**src/rtl/shift_pipe_gen_if.sv**
```systemverilog
// ---------------------------------------------------------------------------
// shift_pipe_gen_if
//   Streaming bus for the pipelined barrel shifter. The producer side carries
//   a word, a shift amount and a mode under valid/ready. The consumer side
//   carries the shifted result under valid/ready.
//
//   Parameters:
//     width   data width in bits (shift amount is clog2(width) bits)
//
//   Signals:
//     iValid  producer -> shifter   input word valid
//     iReady  shifter  -> producer  shifter accepts the input this cycle
//     iBits   producer -> shifter   input word
//     iShift  producer -> shifter   shift amount
//     iMode   producer -> shifter   0 lsl, 1 lsr, 2 asr, 3 rotate left
//     oValid  shifter  -> consumer  result valid
//     oReady  consumer -> shifter   consumer accepts the result this cycle
//     oBits   shifter  -> consumer  shifted result
//
//   Modports:
//     master  the environment driving the shifter (producer + consumer)
//     slave   the shifter itself
// ---------------------------------------------------------------------------
interface shift_pipe_gen_if #(
  parameter int width = 8
) ();

  localparam int S = $clog2(width);

  logic             iValid;
  logic             iReady;
  logic [width-1:0] iBits;
  logic [S-1:0]     iShift;
  logic [1:0]       iMode;
  logic             oValid;
  logic             oReady;
  logic [width-1:0] oBits;

  modport master (
    output iValid, iBits, iShift, iMode, oReady,
    input  iReady, oValid, oBits
  );

  modport slave (
    input  iValid, iBits, iShift, iMode, oReady,
    output iReady, oValid, oBits
  );

endinterface

```
**src/rtl/shift_pipe_gen.sv**
```systemverilog
// ---------------------------------------------------------------------------
// shift_pipe_gen
//   Pipelined left/right barrel shifter with valid/ready flow control.
//   The shift amount is applied as a chain of power-of-two sub-shifts
//   (bit k of the amount shifts by 2^k). The chain is cut into `stages`
//   register stages, each handling a contiguous group of amount bits,
//   low bits first. Stages with no amount bits left are plain registers.
//
//   Parameters:
//     width   data width, >= 2, any value (not only powers of two)
//     stages  register stages, 1 .. clog2(width)
//
//   Ports:
//     clk     rising-edge clock
//     rst     synchronous active-high reset, clears valids and data
//     bus     shift_pipe_gen_if.slave (input word/amount/mode handshake
//             and output result handshake)
//
//   Configuration macro:
//     SHIFT_PIPE_GEN_ROTATE_EN  when defined, mode 3 rotates left; when not
//                               defined the rotate datapath is absent and
//                               mode 3 is a logical left shift.
// ---------------------------------------------------------------------------
module shift_pipe_gen #(
  parameter int width  = 8,
  parameter int stages = 1
) (
  input  logic            clk,
  input  logic            rst,
  shift_pipe_gen_if.slave bus
);

  localparam int S = $clog2(width);
  // Amount bits handled per stage, rounded up so every bit has a home.
  localparam int B = (S + stages - 1) / stages;

  logic [stages:0]              rdy;
  logic [stages-1:0]            v_q;
  logic [stages-1:0][width-1:0] d_q;
  logic [stages-1:0][S-1:0]     sh_q;
  logic [stages-1:0][1:0]       md_q;

  // One power-of-two step of the shift network. Because 2^k < width for
  // every amount bit, each step is well defined; amounts >= width fall out
  // of the composition (zeros, sign fill, or a wrapped rotate).
  function automatic logic [width-1:0] sub_shift(
    input logic [width-1:0] d,
    input logic [1:0]       md,
    input int               k
  );
    int                      n;
    logic signed [width-1:0] sd;
    logic [width-1:0]        r;
    n  = 1 << k;
    sd = d;
    case (md)
      2'd1:    r = d >> n;
      2'd2:    r = sd >>> n;
`ifdef SHIFT_PIPE_GEN_ROTATE_EN
      2'd3:    r = (d << n) | (d >> (width - n));
`else
      2'd3:    r = d << n;
`endif
      default: r = d << n;
    endcase
    return r;
  endfunction

  // Backpressure chain: a stage can take a new word when it is empty or
  // when the stage after it is moving on this cycle.
  assign rdy[stages] = bus.oReady;
  assign bus.iReady  = rdy[0] && !rst;
  assign bus.oValid  = v_q[stages-1];
  assign bus.oBits   = d_q[stages-1];

  for (genvar j = 0; j < stages; j++) begin : g_stage
    localparam int LO = j * B;
    localparam int HI = ((((j + 1) * B) < S) ? ((j + 1) * B) : S) - 1;

    logic             up_v;
    logic [width-1:0] up_d;
    logic [S-1:0]     up_sh;
    logic [1:0]       up_md;
    logic [width-1:0] nxt_d;

    logic             v_r;
    logic [width-1:0] d_r;
    logic [S-1:0]     sh_r;
    logic [1:0]       md_r;

    if (j == 0) begin : g_src
      assign up_v  = bus.iValid;
      assign up_d  = bus.iBits;
      assign up_sh = bus.iShift;
      assign up_md = bus.iMode;
    end else begin : g_src
      assign up_v  = v_q[j-1];
      assign up_d  = d_q[j-1];
      assign up_sh = sh_q[j-1];
      assign up_md = md_q[j-1];
    end

    assign rdy[j] = !v_q[j] || rdy[j+1];

    // Apply only this stage's group of amount bits; an empty group
    // (LO > HI) leaves the word untouched.
    always_comb begin
      nxt_d = up_d;
      for (int k = 0; k < S; k++) begin
        if ((k >= LO) && (k <= HI) && up_sh[k]) begin
          nxt_d = sub_shift(nxt_d, up_md, k);
        end
      end
    end

    // Stage register: the shift amount and mode travel with the word so
    // later stages can apply the remaining amount bits.
    always_ff @(posedge clk) begin
      if (rst) begin
        v_r  <= 1'b0;
        d_r  <= '0;
        sh_r <= '0;
        md_r <= '0;
      end else if (rdy[j]) begin
        v_r  <= up_v;
        d_r  <= nxt_d;
        sh_r <= up_sh;
        md_r <= up_md;
      end
    end

    assign v_q[j]  = v_r;
    assign d_q[j]  = d_r;
    assign sh_q[j] = sh_r;
    assign md_q[j] = md_r;
  end

  // The last stage's amount and mode have no consumer.
  logic unused_ctx;
  assign unused_ctx = ^{sh_q[stages-1], md_q[stages-1]};

endmodule

```
**src/flat_wrapper.sv**
```systemverilog
// flat-port wrapper written by rule: the top's interface ports become plain ports
module shift_pipe_gen_flat 
#(
  parameter int width  = 8,
  parameter int stages = 1
)
  (clk, rst, bus_iValid, bus_iBits, bus_iShift, bus_iMode, bus_oReady, bus_iReady, bus_oValid, bus_oBits);
  shift_pipe_gen_if #(.width(width)) bus_i ();
  input  logic clk;
  input  logic rst;
  input wire logic [$bits(bus_i.iValid)-1:0] bus_iValid;
  input wire logic [$bits(bus_i.iBits)-1:0] bus_iBits;
  input wire logic [$bits(bus_i.iShift)-1:0] bus_iShift;
  input wire logic [$bits(bus_i.iMode)-1:0] bus_iMode;
  input wire logic [$bits(bus_i.oReady)-1:0] bus_oReady;
  output wire logic [$bits(bus_i.iReady)-1:0] bus_iReady;
  output wire logic [$bits(bus_i.oValid)-1:0] bus_oValid;
  output wire logic [$bits(bus_i.oBits)-1:0] bus_oBits;
  assign bus_i.iValid = bus_iValid;
  assign bus_i.iBits = bus_iBits;
  assign bus_i.iShift = bus_iShift;
  assign bus_i.iMode = bus_iMode;
  assign bus_i.oReady = bus_oReady;
  assign bus_iReady = bus_i.iReady;
  assign bus_oValid = bus_i.oValid;
  assign bus_oBits = bus_i.oBits;
  shift_pipe_gen #(.width(width), .stages(stages)) u_core (.clk(clk), .rst(rst), .bus(bus_i));
endmodule
```
**config.mk**
```make
export PLATFORM = sky130hd
export DESIGN_NAME = shift_pipe_gen_flat
export DESIGN_NICKNAME = d
export VERILOG_FILES = /design/src/rtl/shift_pipe_gen_if.sv /design/src/rtl/shift_pipe_gen.sv /design/src/flat_wrapper.sv
export SDC_FILE = /design/constraint.sdc
export NUM_CORES = 1
export LEC_CHECK = 0
export CAP_MARGIN = 10
export CORE_ASPECT_RATIO = 0.8
export CORE_UTILIZATION = 51
export CTS_CLUSTER_SIZE = 14
export DETAILED_ROUTE_END_ITERATION = 10
export GPL_ROUTABILITY_DRIVEN = 0
export PLACE_DENSITY = 0.84
export SETUP_SLACK_MARGIN = 0.5
export SLEW_MARGIN = 20
export SYNTH_ARGS = -nofsm -noshare
export SYNTH_HDL_FRONTEND = slang
export SYNTH_SLANG_ARGS = --single-unit
export TNS_END_PERCENT = 5
```
**constraint.sdc**
```tcl
create_clock -name clk -period 3.27 [get_ports clk]
set_clock_uncertainty 0.05 [all_clocks]
set_input_delay 0.654 -clock clk [delete_from_list [all_inputs] [get_ports clk]]
set_output_delay 0.654 -clock clk [all_outputs]
set_load 0.02 [all_outputs]
```
# Word level (Yosys, flattened, before mapping)

Index checks and enable logic that the tools add are counted.

Register bits after elaboration: 9
Input bits: 17
Output and inout bits: 10
Logic and storage cells: 14

Equal/unequal tests: 2
Muxes and demuxes: 6
Reductions and logical operators: 4

Operators with widths:

| operator                                            | number |
|---|---|
| one-hot mux 8 bit (2 select lines)                  | 3 |
| two-way mux 8 bit                                   | 3 |
| equality test 2 x 1 -> 1 bit, second input constant | 1 |
| equality test 2 bit, second input constant          | 1 |
| zero test 1 bit                                     | 2 |
| logical AND 1 bit                                   | 1 |
| logical OR 1 bit                                    | 1 |

# Longest topological paths before layout

Word-level depth: 7
Mapped depth: 8
Mapped depth without buffers: 7

# Worst setup path before layout

No wires, ideal clock.

Kind: in2reg
Start: in bus_iMode[0]
End: reg u_core.g_stage[0].d_r[3] (netlist: u_core.bus.oBits[3])
Arrival time: 2.092 ns
Slack: 1.055 ns
Stages: 7
Cell sequence: inv_1 ha_1 o21ba_4 a21oi_1 o31a_1 o311a_1 nor3_2

Longest elaborated chain between the ends: 7
Elaborated cells on any way between the ends: 8
Those cells by class: 2 x eq/ne; 6 x mux

RTL lines:

| element                                                             | line                  | source |
|---|---|---|
| from (decl)                                                         | flat_wrapper.sv:14    | `input wire logic [$bits(bus_i.iMode)-1:0] bus_iMode;` |
| equality test 2 bit or equality test 2 x 1 -> 1 bit (tied branches) | shift_pipe_gen.sv:56  | `case (md)` |
| one-hot mux 8 bit (2 select lines)                                  | shift_pipe_gen.sv:56  |  |
| two-way mux 8 bit                                                   | shift_pipe_gen.sv:110 | `if ((k >= LO) && (k <= HI) && up_sh[k]) begin` |
| one-hot mux 8 bit (2 select lines)                                  | shift_pipe_gen.sv:56  |  |
| two-way mux 8 bit                                                   | shift_pipe_gen.sv:110 |  |
| one-hot mux 8 bit (2 select lines)                                  | shift_pipe_gen.sv:56  |  |
| two-way mux 8 bit *                                                 | shift_pipe_gen.sv:110 |  |
| to (signal assigned)                                                | shift_pipe_gen.sv:126 | `d_r <= nxt_d;` |
| to (decl)                                                           | shift_pipe_gen.sv:87  | `logic [width-1:0] d_r;` |

Every way passes the cells marked *; elsewhere a longest branch is shown, timed or not.
A chain may end at the register's enable or synchronous reset.

# Worst setup path after layout

Start: in bus_oReady
End: out bus_iReady

Longest elaborated chain between the ends: 2

RTL lines:

| element           | line                  | source |
|---|---|---|
| from (decl)       | flat_wrapper.sv:15    | `input wire logic [$bits(bus_i.oReady)-1:0] bus_oReady;` |
| logical OR 1 bit  | shift_pipe_gen.sv:103 | `assign rdy[j] = !v_q[j] \|\| rdy[j+1];` |
| logical AND 1 bit | shift_pipe_gen.sv:72  | `assign bus.iReady = rdy[0] && !rst;` |
| to (decl)         | flat_wrapper.sv:16    | `output wire logic [$bits(bus_i.iReady)-1:0] bus_iReady;` |

No other way between the ends.

==> impl_metrics.env <==
export IMPL_outcome="complete, no violations"
export IMPL_cp_common_cell="clkdlybuf4s50_1"
export IMPL_slowest_stage="clkdlybuf4s50_1"
export IMPL_grt_overflow=0
export IMPL_cts_buffer_depth=2
export IMPL_synth_edf_count=0
export IMPL_cts_resized=0
export IMPL_htreeDepth=1
export IMPL_worstSetupPathType="in2out"
export IMPL_min_period_ns=2.80
export IMPL_drc=0
export IMPL_hpwl_mm=2.42
export IMPL_cts_root_buf="clkbuf_4"
export IMPL_max_slew_worst_pin_slew_ns=0.539
export IMPL_fin_setup_tns_ns=0
export IMPL_io_buffers=26
export IMPL_synthArstFlopShare_pct=0
export IMPL_clkLatencyLatePin_ns=0.27
export IMPL_antenna_cells=0
export IMPL_end_kind="output pin"
export IMPL_drv_slew=0
export IMPL_grt_start_max_net_pins=15
export IMPL_ys_ff_latch=9
export IMPL_min_from="u_core.bus.oBits[2]"
export IMPL_max_stage_delay_ns=0.66
export IMPL_antenna_found_initial=0
export IMPL_instances_no_fill=186
export IMPL_rows=13
export IMPL_tritoncts="built"
export IMPL_vias=1263
export IMPL_cp_cell_sequence="clkdlybuf4s50_1, nor2b_1, nor2_1, clkdlybuf4s50_1"
export IMPL_crit_path_start_kind="input pin"
export IMPL_synth_yosys_warnings=0
export IMPL_synth_ff_type="dfxtp_1"
export IMPL_clk_pin_slew_ns=0.06
export IMPL_pin_count=27
export IMPL_drtAntennaViolNets=0
export IMPL_peakVddDrop_mv=0.210
export IMPL_leakage_nw=0.490
export IMPL_rr_startpoint="u_core.bus.oValid"
export IMPL_crit_fanout=3
export IMPL_grt_usage_pct=32.4
export IMPL_drv_cap=0
export IMPL_areaGrowthSynthToFinish_pct=33.2
export IMPL_synth_avg_cell_area_sq_um=6.95
export IMPL_post_drt_wl_per_cell_um=17.6
export IMPL_hold_buffers=0
export IMPL_synth_fp_nets=159
export IMPL_rsz0062_at_grt="yes"
export IMPL_fin_nets=185
export IMPL_start_util_pct=57.1
export IMPL_drive_above_1_share_pct=10.4
export IMPL_cts_setup_buffers=0
export IMPL_wirelength_mm=3.28
export IMPL_hold_violations=0
export IMPL_min_period_over_period_pct=85.7
export IMPL_slew_headroom_pct=64.0
export IMPL_syn_area_sq_um=966
export IMPL_critPathRequiredTime_ns=2.57
export IMPL_pwr_density_cell_nw_per_um2=306
export IMPL_critPathBufInv=2
export IMPL_fp_dieW_um=50.7
export IMPL_cts_sinks=9
export IMPL_synth_distinct_cells=41
export IMPL_dr_pass1_iters=6
export IMPL_design_core_area_sq_um=1690
export IMPL_layout_commonest_cell="clkdlybuf4s50_1"
export IMPL_dieHeight_um=40.9
export IMPL_worstPathArrival_ns=2.10
export IMPL_yosysSeqAreaShare_pct=18.7
export IMPL_viasPerCell=6.79
export IMPL_grt_pass1_wl_mm=4.79
export IMPL_first_iter_violations=113
export IMPL_crit_start="bus_oReady"
export IMPL_final_cell_mix="26 x clkdlybuf4s50_1, 18 x nor2_1, 13 x nand2_1, 9 x o21ai_0, 9 x dfxtp_1"
export IMPL_dieArea_sq_um=2070
export IMPL_worstHoldPathType="reg2reg"
export IMPL_fmax_ghz=0.357
export IMPL_grt_pass1_vias=1063
export IMPL_path_delay_family="buffers and inverters"
export IMPL_setup_viol=0
export IMPL_netlist_instances=139
export IMPL_placedCellCount=182
export IMPL_numCtsBuffers=3
Yosys cell counts (4+ instances only):
library cell,number,area [sq um]
nor2_1,18,67.6
nand2_1,13,48.8
dfxtp_1,9,180
o21ai_0,9,45.0
a21oi_1,8,40.0
nand3_1,7,35.0
inv_1,5,18.8
nor2b_1,5,31.3
buf_2,4,20.0
clkbuf_1,4,15.0
nor3_1,4,20.0
o211ai_1,4,30.0
per-layer routing:
layer | GRT usage (%) | part of all wire (%) | vias up
li1 | - | - | 573
met1 | 41.2 | 41 | 560
met2 | 53.3 | 44 | 111
met3 | 10.4 | 13 | 19
met4 | 9.72 | 2.2 | 0
met5 | 0 | 0 | -
worst paths after layout:
check,depth (start not counted),slack (ns),endpoint
setup / recovery,4,0.47,bus_iReady
hold / removal,2,0.46,u_core.bus.oBits[2]
setup reg to reg,5,1.80,u_core.bus.oBits[0]
hold reg to reg,2,0.46,u_core.bus.oBits[2]
kinds of logic after synthesis:
| logic type | after synthesis | synth area share, % |
|---|---|---|
| flops | 9 | 18.7 |
| mux | 3 | 3.50 |
| fa+ha+maj | 3 | 3.89 |
| compound gates | 51 | 38.5 |
| simple gates | 58 | 28.8 |
| buf+inv | 15 | 6.74 |
sequential cells by signal, summed over array words and instances (netlist names):
signal,count
u_core.bus.oBits,8
u_core.bus.oValid,1
power by group:
group / internal, mW / switching (mW)
Combinational: 0.0815 / 0.0992
Clock: 0.0453 / 0.0429
Sequential: 0.119 / 0.00561
Total: 0.246 / 0.148
worst min-delay path: stages (launching register included):
cell and delay, ns:
dfxtp_1 0.31, nor2_1 0.10, a211oi_1 0.05
through the flow:
step | power (mW) | setup WS (ns) | instance area [sq um] | hold slack (ns) | utilization (%)
finish | 0.394 | 0.466 | 1290 | 0.460 | 76.0
global route | 0.417 | 0.392 | 1290 | 0.485 | 76.0
CTS | 0.388 | 0.506 | 1270 | 0.467 | 75.2
detailed placement | 0.298 | 0.255 | 1240 | 0.451 | 73.6
global placement | 0.294 | 0.364 | 1240 | 0.440 | 73.6
floorplan | 0.228 | 1.05 | 966 | 0.516 | -
final cells by class:
| cell class | instances | area, sq um |
|---|---|---|
| sequential | 9 | 180 |
| timing repair buffer | 31 | 298 |
| tap | 22 | 27.5 |
| multi-input combinational | 115 | 734 |
| inverter | 5 | 18.8 |
| clock inverter | 1 | 5.00 |
| clock buffer | 3 | 22.5 |
| fill | 117 | 405 |
No activity file was read; power rests on OpenSTA's default activity.
